===== config.mk =====
export PLATFORM = sky130hd
export DESIGN_NAME = dht11_sensor_tx_flat
export DESIGN_NICKNAME = d
export VERILOG_FILES = /design/src/rtl/dht11_sensor_tx_if.sv /design/src/rtl/dht11_sensor_tx.sv /design/src/flat_wrapper.sv
export SDC_FILE = /design/constraint.sdc
export NUM_CORES = 1
export LEC_CHECK = 0
export ABC_AREA = 1
export CAP_MARGIN = 20
export CORE_MARGIN = 1.5
export CORE_UTILIZATION = 45
export CTS_CLUSTER_SIZE = 24
export DETAILED_ROUTE_END_ITERATION = 7
export GPL_TIMING_DRIVEN = 0
export PLACE_DENSITY = 0.75
export SETUP_SLACK_MARGIN = 0.1
export SLEW_MARGIN = 5
export SYNTH_ARGS = -nofsm -noshare
export SYNTH_HDL_FRONTEND = slang
export SYNTH_SLANG_ARGS = --single-unit

===== constraint.sdc =====
create_clock -name clk -period 3.2 [get_ports clk]
set_clock_uncertainty 0.05 [all_clocks]
set_input_delay 0.32 -clock clk [delete_from_list [all_inputs] [get_ports clk]]
set_output_delay 0.32 -clock clk [all_outputs]
set_load 0.005 [all_outputs]

===== src/rtl/dht11_sensor_tx_if.sv =====
`default_nettype none
// ============================================================================
//  Module      : dht11_sensor_tx_if
//  Description : Signal bundle between a DHT11 sensor-side responder and its
//                surroundings: the open-drain pad pair, the four sensor
//                measurement bytes and the frame status flags.
//  Signals     : line_in    - pad input, 1 when released (external pull-up)
//                drive_low  - 1 = pull pad low (open-drain enable)
//                hum_int/hum_dec/temp_int/temp_dec - measurement bytes
//                busy       - frame in progress
//                frame_done - one-cycle pulse at frame end
//  Modports    : slave  - the responder (dht11_sensor_tx)
//                master - the environment (pad model, byte source, monitor)
//  Revision    : 1.0 - initial release
// ============================================================================
interface dht11_sensor_tx_if;
  logic       line_in;
  logic       drive_low;
  logic [7:0] hum_int;
  logic [7:0] hum_dec;
  logic [7:0] temp_int;
  logic [7:0] temp_dec;
  logic       busy;
  logic       frame_done;

  modport slave (
    input  line_in,
    input  hum_int,
    input  hum_dec,
    input  temp_int,
    input  temp_dec,
    output drive_low,
    output busy,
    output frame_done
  );

  modport master (
    output line_in,
    output hum_int,
    output hum_dec,
    output temp_int,
    output temp_dec,
    input  drive_low,
    input  busy,
    input  frame_done
  );
endinterface
`default_nettype wire


===== src/rtl/dht11_sensor_tx.sv =====
`default_nettype none
// ============================================================================
//  Module      : dht11_sensor_tx
//  Description : Single-wire DHT11 responder (sensor side). Waits for a host
//                start pulse on the open-drain data line, answers with the
//                low/high preamble and then shifts out 40 bits MSB first:
//                hum_int, hum_dec, temp_int, temp_dec, checksum.
//  Ports       : clk  - system clock (100 MHz nominal)
//                rst  - synchronous active-high reset
//                bus  - dht11_sensor_tx_if.slave (pad, sensor bytes, status)
//  Parameters  : START_MIN - minimum host low time accepted as a start
//                T_WAIT    - host release to response low
//                T_RESP    - response low time and response high time
//                T_BLOW    - per-bit low time (also final low)
//                T_H0/T_H1 - high time for a '0' / '1' bit
//                CW        - counter width, must hold START_MIN
//  Revision    : 1.0 - initial release
// ============================================================================
module dht11_sensor_tx #(
  parameter int START_MIN = 1800000,
  parameter int T_WAIT    = 3000,
  parameter int T_RESP    = 8000,
  parameter int T_BLOW    = 5400,
  parameter int T_H0      = 2400,
  parameter int T_H1      = 7000,
  parameter int CW        = 21
) (
  input  wire logic        clk,
  input  wire logic        rst,
  dht11_sensor_tx_if.slave bus
);

  typedef enum logic [2:0] {
    S_IDLE      = 3'd0,
    S_HOST_LOW  = 3'd1,
    S_WAIT_REL  = 3'd2,
    S_RESP_LOW  = 3'd3,
    S_RESP_HIGH = 3'd4,
    S_BIT_LOW   = 3'd5,
    S_BIT_HIGH  = 3'd6,
    S_END_LOW   = 3'd7
  } state_t;

  localparam logic [CW-1:0] c_START_MIN = CW'(START_MIN);
  localparam logic [CW-1:0] c_WAIT_LAST = CW'(T_WAIT - 1);
  localparam logic [CW-1:0] c_RESP_LAST = CW'(T_RESP - 1);
  localparam logic [CW-1:0] c_BLOW_LAST = CW'(T_BLOW - 1);
  localparam logic [CW-1:0] c_H0_LAST   = CW'(T_H0 - 1);
  localparam logic [CW-1:0] c_H1_LAST   = CW'(T_H1 - 1);
  localparam logic [5:0]    c_MSB_IDX   = 6'd39;

  // Pad synchronizer; r_ls is the only view of the line the FSM uses.
  // r_ls_d keeps the previous synced value so IDLE can demand a fresh edge.
  logic r_sync1;
  logic r_ls;
  logic r_ls_d;

  state_t        r_state;
  state_t        w_next_state;
  logic [CW-1:0] r_cnt;
  logic [5:0]    r_bit_idx;
  logic [39:0]   r_frame;
  logic          r_drive_low;
  logic          r_busy;
  logic          r_frame_done;

  logic          w_fall;
  logic [9:0]    w_sum;
  logic [7:0]    w_chk;
  logic [CW-1:0] w_hold_last;
  logic          w_state_change;
  logic          w_start_ok;

  // A start is only taken from a falling edge seen in IDLE. While a frame is
  // running the line carries our own pulses; once it ends the synced value
  // may still be low, and that level must not be mistaken for a new start.
  assign w_fall = r_ls_d & ~r_ls;

  // Checksum wraps: 10-bit sum, low byte transmitted.
  assign w_sum = {2'b00, bus.hum_int} + {2'b00, bus.hum_dec}
               + {2'b00, bus.temp_int} + {2'b00, bus.temp_dec};
  assign w_chk = w_sum[7:0];

  assign w_hold_last    = r_frame[r_bit_idx] ? c_H1_LAST : c_H0_LAST;
  assign w_state_change = (w_next_state != r_state);
  assign w_start_ok     = (r_cnt >= c_START_MIN);

  // --------------------------------------------------------------------------
  // State register
  // --------------------------------------------------------------------------
  always_ff @(posedge clk) begin
    if (rst) begin
      r_state <= S_IDLE;
    end else begin
      r_state <= w_next_state;
    end
  end

  // --------------------------------------------------------------------------
  // Next-state logic. Only IDLE and HOST_LOW look at the line, so host
  // activity during a frame cannot disturb it.
  // --------------------------------------------------------------------------
  always_comb begin
    w_next_state = r_state;
    case (r_state)
      S_IDLE: begin
        if (w_fall) begin
          w_next_state = S_HOST_LOW;
        end
      end
      S_HOST_LOW: begin
        if (r_ls) begin
          w_next_state = w_start_ok ? S_WAIT_REL : S_IDLE;
        end
      end
      S_WAIT_REL: begin
        if (r_cnt == c_WAIT_LAST) begin
          w_next_state = S_RESP_LOW;
        end
      end
      S_RESP_LOW: begin
        if (r_cnt == c_RESP_LAST) begin
          w_next_state = S_RESP_HIGH;
        end
      end
      S_RESP_HIGH: begin
        if (r_cnt == c_RESP_LAST) begin
          w_next_state = S_BIT_LOW;
        end
      end
      S_BIT_LOW: begin
        if (r_cnt == c_BLOW_LAST) begin
          w_next_state = S_BIT_HIGH;
        end
      end
      S_BIT_HIGH: begin
        if (r_cnt == w_hold_last) begin
          w_next_state = (r_bit_idx == 6'd0) ? S_END_LOW : S_BIT_LOW;
        end
      end
      S_END_LOW: begin
        if (r_cnt == c_BLOW_LAST) begin
          w_next_state = S_IDLE;
        end
      end
      default: begin
        w_next_state = S_IDLE;
      end
    endcase
  end

  // --------------------------------------------------------------------------
  // Datapath: synchronizer, cycle counter, frame capture, bit index, outputs
  // --------------------------------------------------------------------------
  always_ff @(posedge clk) begin
    if (rst) begin
      r_sync1      <= 1'b1;
      r_ls         <= 1'b1;
      r_ls_d       <= 1'b1;
      r_cnt        <= '0;
      r_bit_idx    <= '0;
      r_frame      <= '0;
      r_drive_low  <= 1'b0;
      r_busy       <= 1'b0;
      r_frame_done <= 1'b0;
    end else begin
      r_sync1 <= bus.line_in;
      r_ls    <= r_sync1;
      r_ls_d  <= r_ls;

      // Cycles spent in the current state. HOST_LOW saturates so an
      // arbitrarily long host pulse cannot wrap below the threshold.
      if (w_state_change || (r_state == S_IDLE)) begin
        r_cnt <= '0;
      end else if (r_state == S_HOST_LOW) begin
        if (!w_start_ok) begin
          r_cnt <= r_cnt + 1'b1;
        end
      end else begin
        r_cnt <= r_cnt + 1'b1;
      end

      // Sensor bytes are frozen on entry to WAIT_REL.
      if ((r_state == S_HOST_LOW) && (w_next_state == S_WAIT_REL)) begin
        r_frame <= {bus.hum_int, bus.hum_dec, bus.temp_int, bus.temp_dec, w_chk};
        r_busy  <= 1'b1;
      end else if ((r_state == S_END_LOW) && (w_next_state == S_IDLE)) begin
        r_busy  <= 1'b0;
      end

      if ((r_state == S_RESP_HIGH) && (w_next_state == S_BIT_LOW)) begin
        r_bit_idx <= c_MSB_IDX;
      end else if ((r_state == S_BIT_HIGH) && (w_next_state == S_BIT_LOW)) begin
        r_bit_idx <= r_bit_idx - 6'd1;
      end

      r_frame_done <= (r_state == S_END_LOW) && (w_next_state == S_IDLE);

      // Pad enable follows the current state one cycle later; every low and
      // high phase therefore keeps its exact length on the wire.
      r_drive_low <= (r_state == S_RESP_LOW) || (r_state == S_BIT_LOW)
                  || (r_state == S_END_LOW);
    end
  end

  assign bus.drive_low  = r_drive_low;
  assign bus.busy       = r_busy;
  assign bus.frame_done = r_frame_done;

endmodule
`default_nettype wire


===== src/flat_wrapper.sv =====
// flat-port wrapper written by rule: the top's interface ports become plain ports
module dht11_sensor_tx_flat 
#(
  parameter int START_MIN = 1800000,
  parameter int T_WAIT    = 3000,
  parameter int T_RESP    = 8000,
  parameter int T_BLOW    = 5400,
  parameter int T_H0      = 2400,
  parameter int T_H1      = 7000,
  parameter int CW        = 21
)
  (clk, rst, bus_line_in, bus_hum_int, bus_hum_dec, bus_temp_int, bus_temp_dec, bus_drive_low, bus_busy, bus_frame_done);
  dht11_sensor_tx_if bus_i ();
  input  wire logic clk;
  input  wire logic rst;
  input wire logic [$bits(bus_i.line_in)-1:0] bus_line_in;
  input wire logic [$bits(bus_i.hum_int)-1:0] bus_hum_int;
  input wire logic [$bits(bus_i.hum_dec)-1:0] bus_hum_dec;
  input wire logic [$bits(bus_i.temp_int)-1:0] bus_temp_int;
  input wire logic [$bits(bus_i.temp_dec)-1:0] bus_temp_dec;
  output wire logic [$bits(bus_i.drive_low)-1:0] bus_drive_low;
  output wire logic [$bits(bus_i.busy)-1:0] bus_busy;
  output wire logic [$bits(bus_i.frame_done)-1:0] bus_frame_done;
  assign bus_i.line_in = bus_line_in;
  assign bus_i.hum_int = bus_hum_int;
  assign bus_i.hum_dec = bus_hum_dec;
  assign bus_i.temp_int = bus_temp_int;
  assign bus_i.temp_dec = bus_temp_dec;
  assign bus_drive_low = bus_i.drive_low;
  assign bus_busy = bus_i.busy;
  assign bus_frame_done = bus_i.frame_done;
  dht11_sensor_tx #(.START_MIN(START_MIN), .T_WAIT(T_WAIT), .T_RESP(T_RESP), .T_BLOW(T_BLOW), .T_H0(T_H0), .T_H1(T_H1), .CW(CW)) u_core (.clk(clk), .rst(rst), .bus(bus_i));
endmodule

* Word-level counts from Yosys, hierarchy flattened
Cells that the tools add are included.
** Cells by class
- Order comparisons :: 2
- Add/sub/neg operators :: 5
- Bitwise operators :: 2
- Reduce and logical (&&, ||, !) cells :: 14
- Equal/unequal tests :: 15
- Multiplexer cells :: 20
** Operator list (number)
- 21-bit by 13-bit == test with 1-bit output, second input constant :: 2
- 21-bit 2-to-1 mux :: 2
- 8-bit adder :: 3
- 3-bit 2-to-1 mux :: 8
- 3-bit one-hot mux with 8 select lines :: 1
- 21-bit by 1-bit adder with 21-bit output, second input constant :: 1
- 21-bit by 12-bit == test with 1-bit output, second input constant :: 1
- 21-bit == test :: 1
- 21-bit greater-or-equal comparator, second input constant :: 1
- 3-bit == test, second input constant :: 5
- 13-bit 2-to-1 mux :: 1
- 6-bit 2-to-1 mux :: 2
- 3-bit by 2-bit == test with 1-bit output, second input constant :: 3
- 6-bit by 7-bit less-than comparator with 1-bit output, second input constant :: 1
- 1-bit binary-select mux with 6-bit select :: 1
- 3-bit zero test :: 2
- 6-bit zero test :: 1
- 6-bit by 1-bit subtractor with 6-bit output, second input constant :: 1
- 1-bit logical AND :: 4
- 2-bit 2-to-1 mux :: 2
- 2-bit nonzero test :: 2
- 2-bit OR reduction :: 2
- 3-bit by 1-bit == test with 1-bit output, second input constant :: 1
- 1-bit logical OR :: 3
- 5 further kinds :: 7
** Storage, ports and cells
- Output and inout port bits :: 3
- Register bits after elaboration :: 76
- Word-level logic and storage cells :: 69
- Input port bits :: 35

* Logic depth before layout (Yosys ltp)
Gate-level depths: netlist of run 1.
- Word-level depth :: 10
- Depth in mapped cells :: 21
- Gate-level depth less buffers :: 20

* Worst setup path after synthesis of run 1
OpenSTA, ideal clock, no wires.
- Path type :: in2reg
- Start point :: input bus_temp_dec[1]
- End point :: register u_core.r_frame[7]
- Stages :: 14
- Path buffers :: 0
- Arrival time :: 2.762 ns
- Slack :: 0.260 ns
- Setup time :: 0.128 ns
- Path through :: fa_1 > fa_1 > ha_1 > inv_1 > fa_1 > o21ai_0 > nand2_1 > nand2_1 > a21oi_1 > xor2_1 > xor2_1 > nand2_1 > nand2_1 > a21oi_1
** On the way
- Cells in the longest elaborated chain, start to end :: 1
** RTL lines
- start, declared :: line flat_wrapper.sv:20 : input wire logic [$bits(bus_i.temp_dec)-1:0] bus_temp_dec;
- 8-bit adder :: line dht11_sensor_tx.sv:81 : + {2'b00, bus.temp_int} + {2'b00, bus.temp_dec};
- end signal, assigned :: line dht11_sensor_tx.sv:185 : r_frame <= {bus.hum_int, bus.hum_dec, bus.temp_int, bus.temp_dec, w_chk};
- end, declared :: line dht11_sensor_tx.sv:62 : logic [39:0] r_frame;
No other way between the ends.
A chain may end at the register's enable or synchronous reset.

* Worst setup path in the final report of run 1
- Start point :: input bus_temp_dec[3]
- End point :: register u_core.r_frame[6]
Same word-level chain as after synthesis.

==> metrics.md, run 1 <==
| Metric | Value |
|---|---|
| Register area | `1521 um2` |
| Gpl congestion | `0.9277` |
| GRT Util Overall | `21.98%` |
| Final Setup Violations | `0` |
| First-pass GRT wire length | `19410 um` |
| Post-Route WL | `11410 um` |
| Syn Nets | `694` |
| Fin. max-slew vios | `0` |
| Hold path startpoint | `bus_hum_dec[2]` |
| Via Count | `4276` |
| Area growth syn-to-layout | `18.04%` |
| Number of remaining DRC errors | `0` |
| Final period util | `91.84%` |
| Sequential-to-total area share from yosys stat | `32.88%` |
| Int Power | `~0.0016 W` |
| CTS tree | `yes` |
| Leak | `between 2 and 2.5 nW` |
| Worst Hold Depth | `3` |
| Largest net degree at the start of global routing | `14` |
| Cell variety after synth | `39` |
| Area of the multi-input gates | `2686 um2` |
| Clk buf depth | `2` |
| Comb pwr share | `19.4%` |
| Ys flop type | `dfxtp_1` |
| Dominant cell by count in the synthesized netlist | `nand2_1` |
| Synth cell count leaders | `nand2_1 (133), inv_1 (80), dfxtp_1 (76), a21oi_1 (52), nand3_1 (50)` |
| Crit path arrival time | `about 3.1 ns` |
| Startpoint Class | `input pin` |
| Slew @ Worst Pin | `0.7881 ns` |
| Reg2reg setup slack | `0.50 ns` |
| Initial antenna violation count | `0` |
| Leading area contributor after synthesis | `dfxtp_1` |
| R2r endpoint | `u_core.r_bit_idx[2]` |
| CP Buf/Inv Count | `1` |
| Crit path launch | `bus_temp_dec[3]` |
| Switching portion of total power | `27.96%` |
| Seq cells post-synth | `76` |
| Core ar. | `slightly below 10000 um2` |
| Worst slew margin | `a little under half` |
| Reg-to-reg critical path startpoint | `u_core.r_cnt[6]` |
| Final instance area | `5461 um2` |
| Worst-path maximum fanout | `4` |
| WP data required | `3.39 ns` |
| VDD IR-drop max | `0.0003073 V` |
| FF-to-FF path depth | `16` |
| Worst-path clk slew | `0.08 ns` |
| Max incr delay on CP | `about 0.55 ns` |
| Max-cap viol count | `0` |
| DRT iter0 DRCs | `around 280` |
| F_max | `340.3 MHz` |
| Clock power share | `around 36%` |
| Fillers | `912` |
| Asr flop ratio synth | `0%` |
| DIE WIDTH | `approximately 100 um` |
| Routed vias/inst | `5.196` |
| Fin crit period | `about 2.9 ns` |
| Sw Pwr | `0.0006026 W` |
| EDFF count, synth | `0` |
| Synth top area share | `32.88%` |
| Die Span Y | `104.4 um` |
| Antenna-violating nets left | `0` |
| WHS Endpoint | `u_core.r_frame[26]` |
| Mapped Cells | `between 600 and 700` |
| Synth warn | `0` |
| Layout cell share with drive strength beyond 1 | `between 10% and 20%` |
| Num CTS Buffers | `9` |
| Post-CTS Hold Fix Bufs | `0` |
| Routed WL per cell | `13.86 um` |
| CP Class | `input pin to flop` |
| First-pass iteration count of the detailed router | `5` |
| Grt ovf | `0` |
| Port Buffers | `36` |
| Crit path max-delay cell type | `fa_1` |
| Total power | `0.002155 W` |
| Sequential power share | `about 44%` |
| Delay-heaviest family, CP | `adder cells` |
| Vias in the first global route | `4195` |
| CP endpoint kind | `flop` |
| Mapped cell area | `around 4600 um2` |
| Final Core Density | `a little under three fifths` |
| Syn Area/Cell | `7.287 um2` |
| DP Wirelength | `8799 um` |
| Clock insertion delay at the later pin of the skew report | `between 0.3 and 0.4 ns` |
| RSZ-0062 raised after global routing | `false` |
| PD cells | `394.6 nW/um2` |
| Max H-tree Level | `3` |
| Sequence of cells on the critical path | `clkdlybuf4s50_1, fa_1, fa_1, ha_4, nand2_1, nor2_1, a211oi_2, nor2_1, o21ai_0, nand2_1, xor2_1, o21ai_1, a21oi_1` |
| Placed inst area | `5154 um2` |
| Hold WS | `0.2767 ns` |
| Die area | `10900 um2` |
| Row cnt | `36` |
| Initial core utilization | `46.91%` |
| Status | `complete, no violations` |
| Final hold viol count | `0` |
| Setup_tns | `0 ns` |
| Critical path depth | `13` |
| Main area contributors after synthesis | `dfxtp_1 (33%), nand2_1 (11%), inv_1 (6.5%)` |
| Path category of the worst min-delay check | `input pin to flop` |
| Clock sink total | `76` |
| CTS root buffer | `clkbuf_8` |
| Antenna Diode Count | `0` |
| Nets | `744` |
| Ports | `38` |
[tightest hold or removal path, delay by kind of cell]
| kind | cells | cell delay (ns) |
|---|---|---|
| buffers and inverters | 1 | 0.13 |
| AO/OA/AOI/OAI | 2 | 0.20 |
[cell families (layout without fill, tap and decap cells)]
kind of cell | Yosys count | count (layout) | synth area share (%)
flip-flops | 76 | 76 | 32.88
adder cells (fa/ha/maj) | 24 | 24 | 8.762
AND/OR/NAND/NOR | 288 | 288 | 29.85
AO/OA/AOI/OAI | 110 | 110 | 13.66
XOR/XNOR | 25 | 25 | 4.732
buffers and inverters | 112 | 167 | 10.11
[cells in the final DEF (no fill, tap or decap), types with 7 or more instances in the layout]
master / count
clkbuf_1: 15
nor3_1: 9
xnor2_1: 9
fa_1: 12
xor2_1: 16
dlymetal6s2s_1: 10
nand3_1: 50
o21ai_0: 35
ha_1: 7
nand4_1: 12
inv_1: 79
clkbuf_8: 11
a21oi_1: 50
nor2_1: 44
nand2_1: 133
nand2_2: 7
dfxtp_1: 76
nor3b_2: 8
a211oi_2: 8
clkdlybuf4s50_1: 25
buf_4: 8
[sequential cells by signal, summed over array words and instances (netlist names)]
register / flops
u_core.r_sync1: 1
u_core.bus.frame_done: 1
u_core.r_cnt: 21
u_core.r_ls: 1
u_core.bus.busy: 1
u_core.r_ls_d: 1
u_core.r_frame: 40
u_core.bus.drive_low: 1
u_core.r_state: 3
u_core.r_bit_idx: 6
[how the worst max path moves through the flow]
| stage | to | slack [ns] |
|---|---|---|
| floorplan | u_core.r_frame[7] | 0.26 |
| global placement | u_core.r_frame[7] | -0.48 |
| detailed placement | u_core.r_frame[7] | -0.56 |
| CTS | u_core.r_frame[7] | 0.09 |
| global route | u_core.r_frame[7] | 0.08 |
| finish | u_core.r_frame[6] | 0.26 |
[cell type report]
type | count | area share, %
clock buffer | 11 | 2.772
buffer | 28 | 2.795
inverter | 84 | 5.773
sequential | 76 | 27.86
clock inverter | 5 | 1.100
timing repair buffer | 39 | 7.468
tap | 133 | 3.047
multi-input combinational | 447 | 49.19
[routing by layer]
layer	part of all wire, %	vias up	wire length (um)	track usage [%]
met1	45	1956	5119	28.43
met2	47	142	5337	35.53
met5	0	-	0	0
met3	5.7	26	646	4.386
li1	-	2152	-	-
met4	2.7	0	304	9.325
[through the flow]
stage / cells / worst slack [ns]
2_1_floorplan: 635 / 0.2598
3_3_place_gp: 804 / -0.4769
3_5_place_dp: 804 / -0.5623
4_1_cts: 821 / 0.09142
5_1_grt: 823 / 0.07939
6_report: 823 / 0.2613
[power by group through the flow]
stage	Sequential [W]	Combinational, W	Clock [W]
after global routing	0.000958	0.000465	0.000832
final	0.000957	0.000419	0.000779
after floorplan	0.000979	0.000231	0
after CTS	0.000957	0.000376	0.000788
after detailed placement	0.000979	0.000355	0
after global placement	0.000979	0.000345	0
[what timing repair did]
action,CTS,global route
buffers inserted,1,2
gates resized for setup,6,18
setup endpoints to repair,2,2
pin swaps,3,17
(Power assumes the default switching activity.)
==> inputs of run 2 (changes only) <==
PLACE_DENSITY = 0.67   (was 0.75)
clock period = 2.6 ns   (was 3.2 ns; I/O delays follow)
==> run 2 against run 1 <==
Routed wire length grew 4.6%. Cell area is 5.3% higher. Largest cell class unchanged. Clock power grew 7.6%. Highest routed layer unchanged. Hold slack got worse by 0.13 ns.
==> metrics.md, run 2 (synthesis gave the netlist of run 1 again) <==
| Metric | Value |
|---|---|
| Status | `complete, no violations (unchanged)` |
| VDD IR-drop max | `0.0003816 V (was 0.0003073 V)` |
| F_max | `387.2 MHz` |
| Hold WS | `0.1418 ns (was 0.2767 ns)` |
| Met1 Track Usage GR | `29.18% (was 28.43%)` |
| Clock insertion delay at the later pin of the skew report | `0.37 ns (was 0.36 ns)` |
| Routed vias/inst | `5.188 (was 5.196)` |
| Row cnt | `36 (unchanged)` |
| Largest net degree at the start of global routing | `13 (was 14)` |
| Path category of the worst min-delay check | `input pin to flop (unchanged)` |
| Final Setup Violations | `0 (unchanged)` |
| Num CTS Buffers | `9 (unchanged)` |
| Final period util | `slightly below 100%` |
| Clk buf depth | `2 (unchanged)` |
| GRT Util Overall | `21.91% (was 21.98%)` |
| Met2 Use GR | `34.12% (was 35.53%)` |
| Area growth syn-to-layout | `24.28% (was 18.04%)` |
| Leak | `2.231 nW (was 2.143 nW)` |
| Global-route met3 utilization | `4.198% (was 4.386%)` |
| First-pass GRT wire length | `18930 um (was 19410 um)` |
| CP Class | `input pin to flop (unchanged)` |
| Gpl congestion | `0.8862 (was 0.9277)` |
| Most common cell after layout, fill and taps aside | `nand2_1 (unchanged)` |
| Vias in the first global route | `3972 (was 4195)` |
| Final instance area | `5751 um2 (was 5461 um2)` |
| Antenna-violating nets left | `0 (unchanged)` |
| Most frequent cells in the layout | `nand2_1 (123), inv_1 (76), dfxtp_1 (71), a21oi_1 (50), nand3_1 (45) (was nand2_1 (133), inv_1 (79), dfxtp_1 (76), nand3_1 (50), a21oi_1 (50))` |
| Crit path arrival time | `2.78 ns (was 3.12 ns)` |
| PD cells | `453.8 nW/um2 (was 394.6 nW/um2)` |
| Grt ovf | `0 (unchanged)` |
| Worst slew margin | `65.00% (was 47.11%)` |
| Via Count | `4342 (was 4276)` |
| Clock sink total | `76 (unchanged)` |
| Fin. max-slew vios | `0 (unchanged)` |
| Placed inst area | `5177 um2 (was 5154 um2)` |
| Max H-tree Level | `3 (unchanged)` |
| Final Core Density | `58.30% (was 55.37%)` |
| Largest register FFs | `40 (unchanged)` |
| Final hold viol count | `0 (unchanged)` |
| DIE WIDTH | `104.4 um (unchanged)` |
| Layout cell share with drive strength beyond 1 | `22.02% (was 12.75%)` |
| Max-cap viol count | `0 (unchanged)` |
| CP endpoint kind | `flop (unchanged)` |
| Routed WL per cell | `14.25 um (was 13.86 um)` |
| Antenna Diode Count | `0 (unchanged)` |
| Initial antenna violation count | `0 (unchanged)` |
| Die Span Y | `104.4 um (unchanged)` |
| Die area | `10900 um2 (unchanged)` |
| DP Wirelength | `8861 um (was 8799 um)` |
| Fin crit period | `~2.6 ns` |
| Port Buffers | `36 (unchanged)` |
| Startpoint Class | `input pin (unchanged)` |
| Slew @ Worst Pin | `0.5250 ns (was 0.7881 ns)` |
| WP data required | `2.80 ns (was 3.39 ns)` |
| First-pass iteration count of the detailed router | `4 (was 5)` |
| RSZ-0062 raised after global routing | `true (was false)` |
| Post-Route WL | `11930 um (was 11410 um)` |
| Initial core utilization | `46.91% (unchanged)` |
| Largest register by flop count | `u_core.r_frame (unchanged)` |
| Number of remaining DRC errors | `0 (unchanged)` |
| Worst-path maximum fanout | `2 (was 4)` |
| Final non-filler cell total | `837 (was 823)` |
| CTS root buffer | `clkbuf_8 (unchanged)` |
| CTS tree | `yes (unchanged)` |
| Worst-path clk slew | `0.08 ns (about the same)` |
| Ports | `38 (unchanged)` |
| Core ar. | `9864 um2 (unchanged)` |
| Reg2reg setup slack | `0.19 ns (was 0.50 ns)` |
| Nets | `759 (was 744)` |
| Post-CTS Hold Fix Bufs | `0 (unchanged)` |
| Placed cells | `804 (unchanged)` |
| DRT iter0 DRCs | `256 (was 275)` |
| Most used routing layer | `met2 (unchanged)` |
| Regs by FF count | `u_core.r_frame: 40 flops, u_core.r_cnt: 21 flops, u_core.r_bit_idx: 6 flops (unchanged)` |
## run 2: cell types whose count changed in the layout (fill, tap and decap cells not counted), sizes merged
cell	before	now
dlymetal6s2s	10	2
clkdlybuf4s50	25	18
buf	16	37
bufinv	1	0
clkdlybuf4s15	1	2
clkbuf	26	32
dlygate4sd2	0	2
clkinvlp	4	2
clkinv	1	3
## run 2: stage by stage
| stage | worst slack [ns] | setup TNS [ns] | total power, W |
|---|---|---|---|
| floorplan | -0.1161 | -0.1353 | 0.001518 |
| global placement | -0.8213 | -2.944 | 0.001660 |
| detailed placement | -0.8524 | -3.183 | 0.001676 |
| CTS | 0.01930 | 0 | 0.002561 |
| global route | -0.1306 | -0.2766 | 0.002738 |
| finish | 0.01757 | 0 | 0.002609 |
## run 2: critical path, stage by stage
cell and delay, ns:
buf_6 0.10, fa_2 0.50, fa_1 0.53, ha_2 0.17, inv_2 0.04, fa_2 0.34, o21ai_2 0.13, nand2_1 0.07
nand2_1 0.07, a21oi_2 0.06, xor2_1 0.15, xor2_1 0.18, nand2_1 0.07, nand2_1 0.06, a21oi_1 0.04
## run 2: metal layers
| layer | part of all wire, % | up-vias |
|---|---|---|
| li1 | - | 2182 |
| met5 | 0 | - |
| met2 | 46 | 129 |
| met3 | 5.9 | 17 |
| met4 | 2.1 | 0 |
| met1 | 46 | 2014 |
## run 2: what timing repair did
item	4_1_cts	5_1_grt
resized for setup	57	83
endpoints found under the hold margin	0	0
pin swaps	26	40
setup buffers	4	12
endpoints found under the setup margin	19	46
cloned	0	2
## run 2: area by class of cell
class                           instances  area [um2]
Tap cell                              133       166.4
Buffer                                 28       207.7
Timing Repair Buffer                   54       509.2
Clock inverter                          4       25.02
Clock buffer                           11       151.4
Fill cell                             897        4114
Inverter                               84       322.8
Multi-Input combinational cell        447        2838
Sequential cell                        76        1530
## run 2: path summary, 6_finish.rpt
path	from	cells after the start	endpoint
min	bus_temp_int[2]	3	u_core.r_frame[18]
min reg2reg	u_core.r_sync1	1	u_core.r_ls
max	bus_temp_int[1]	15	u_core.r_frame[7]
max reg2reg	u_core.r_bit_idx[0]	20	u_core.r_cnt[17]
## run 2: report_power, final
group / switching, W / leakage [nW] / internal, W
Combinational: 0.000301 / 1.53 / 0.000293
Sequential: 0.00000371 / 0.616 / 0.00117
Clock: 0.000448 / 0.0872 / 0.000390
Total: 0.000753 / 2.23 / 0.00186
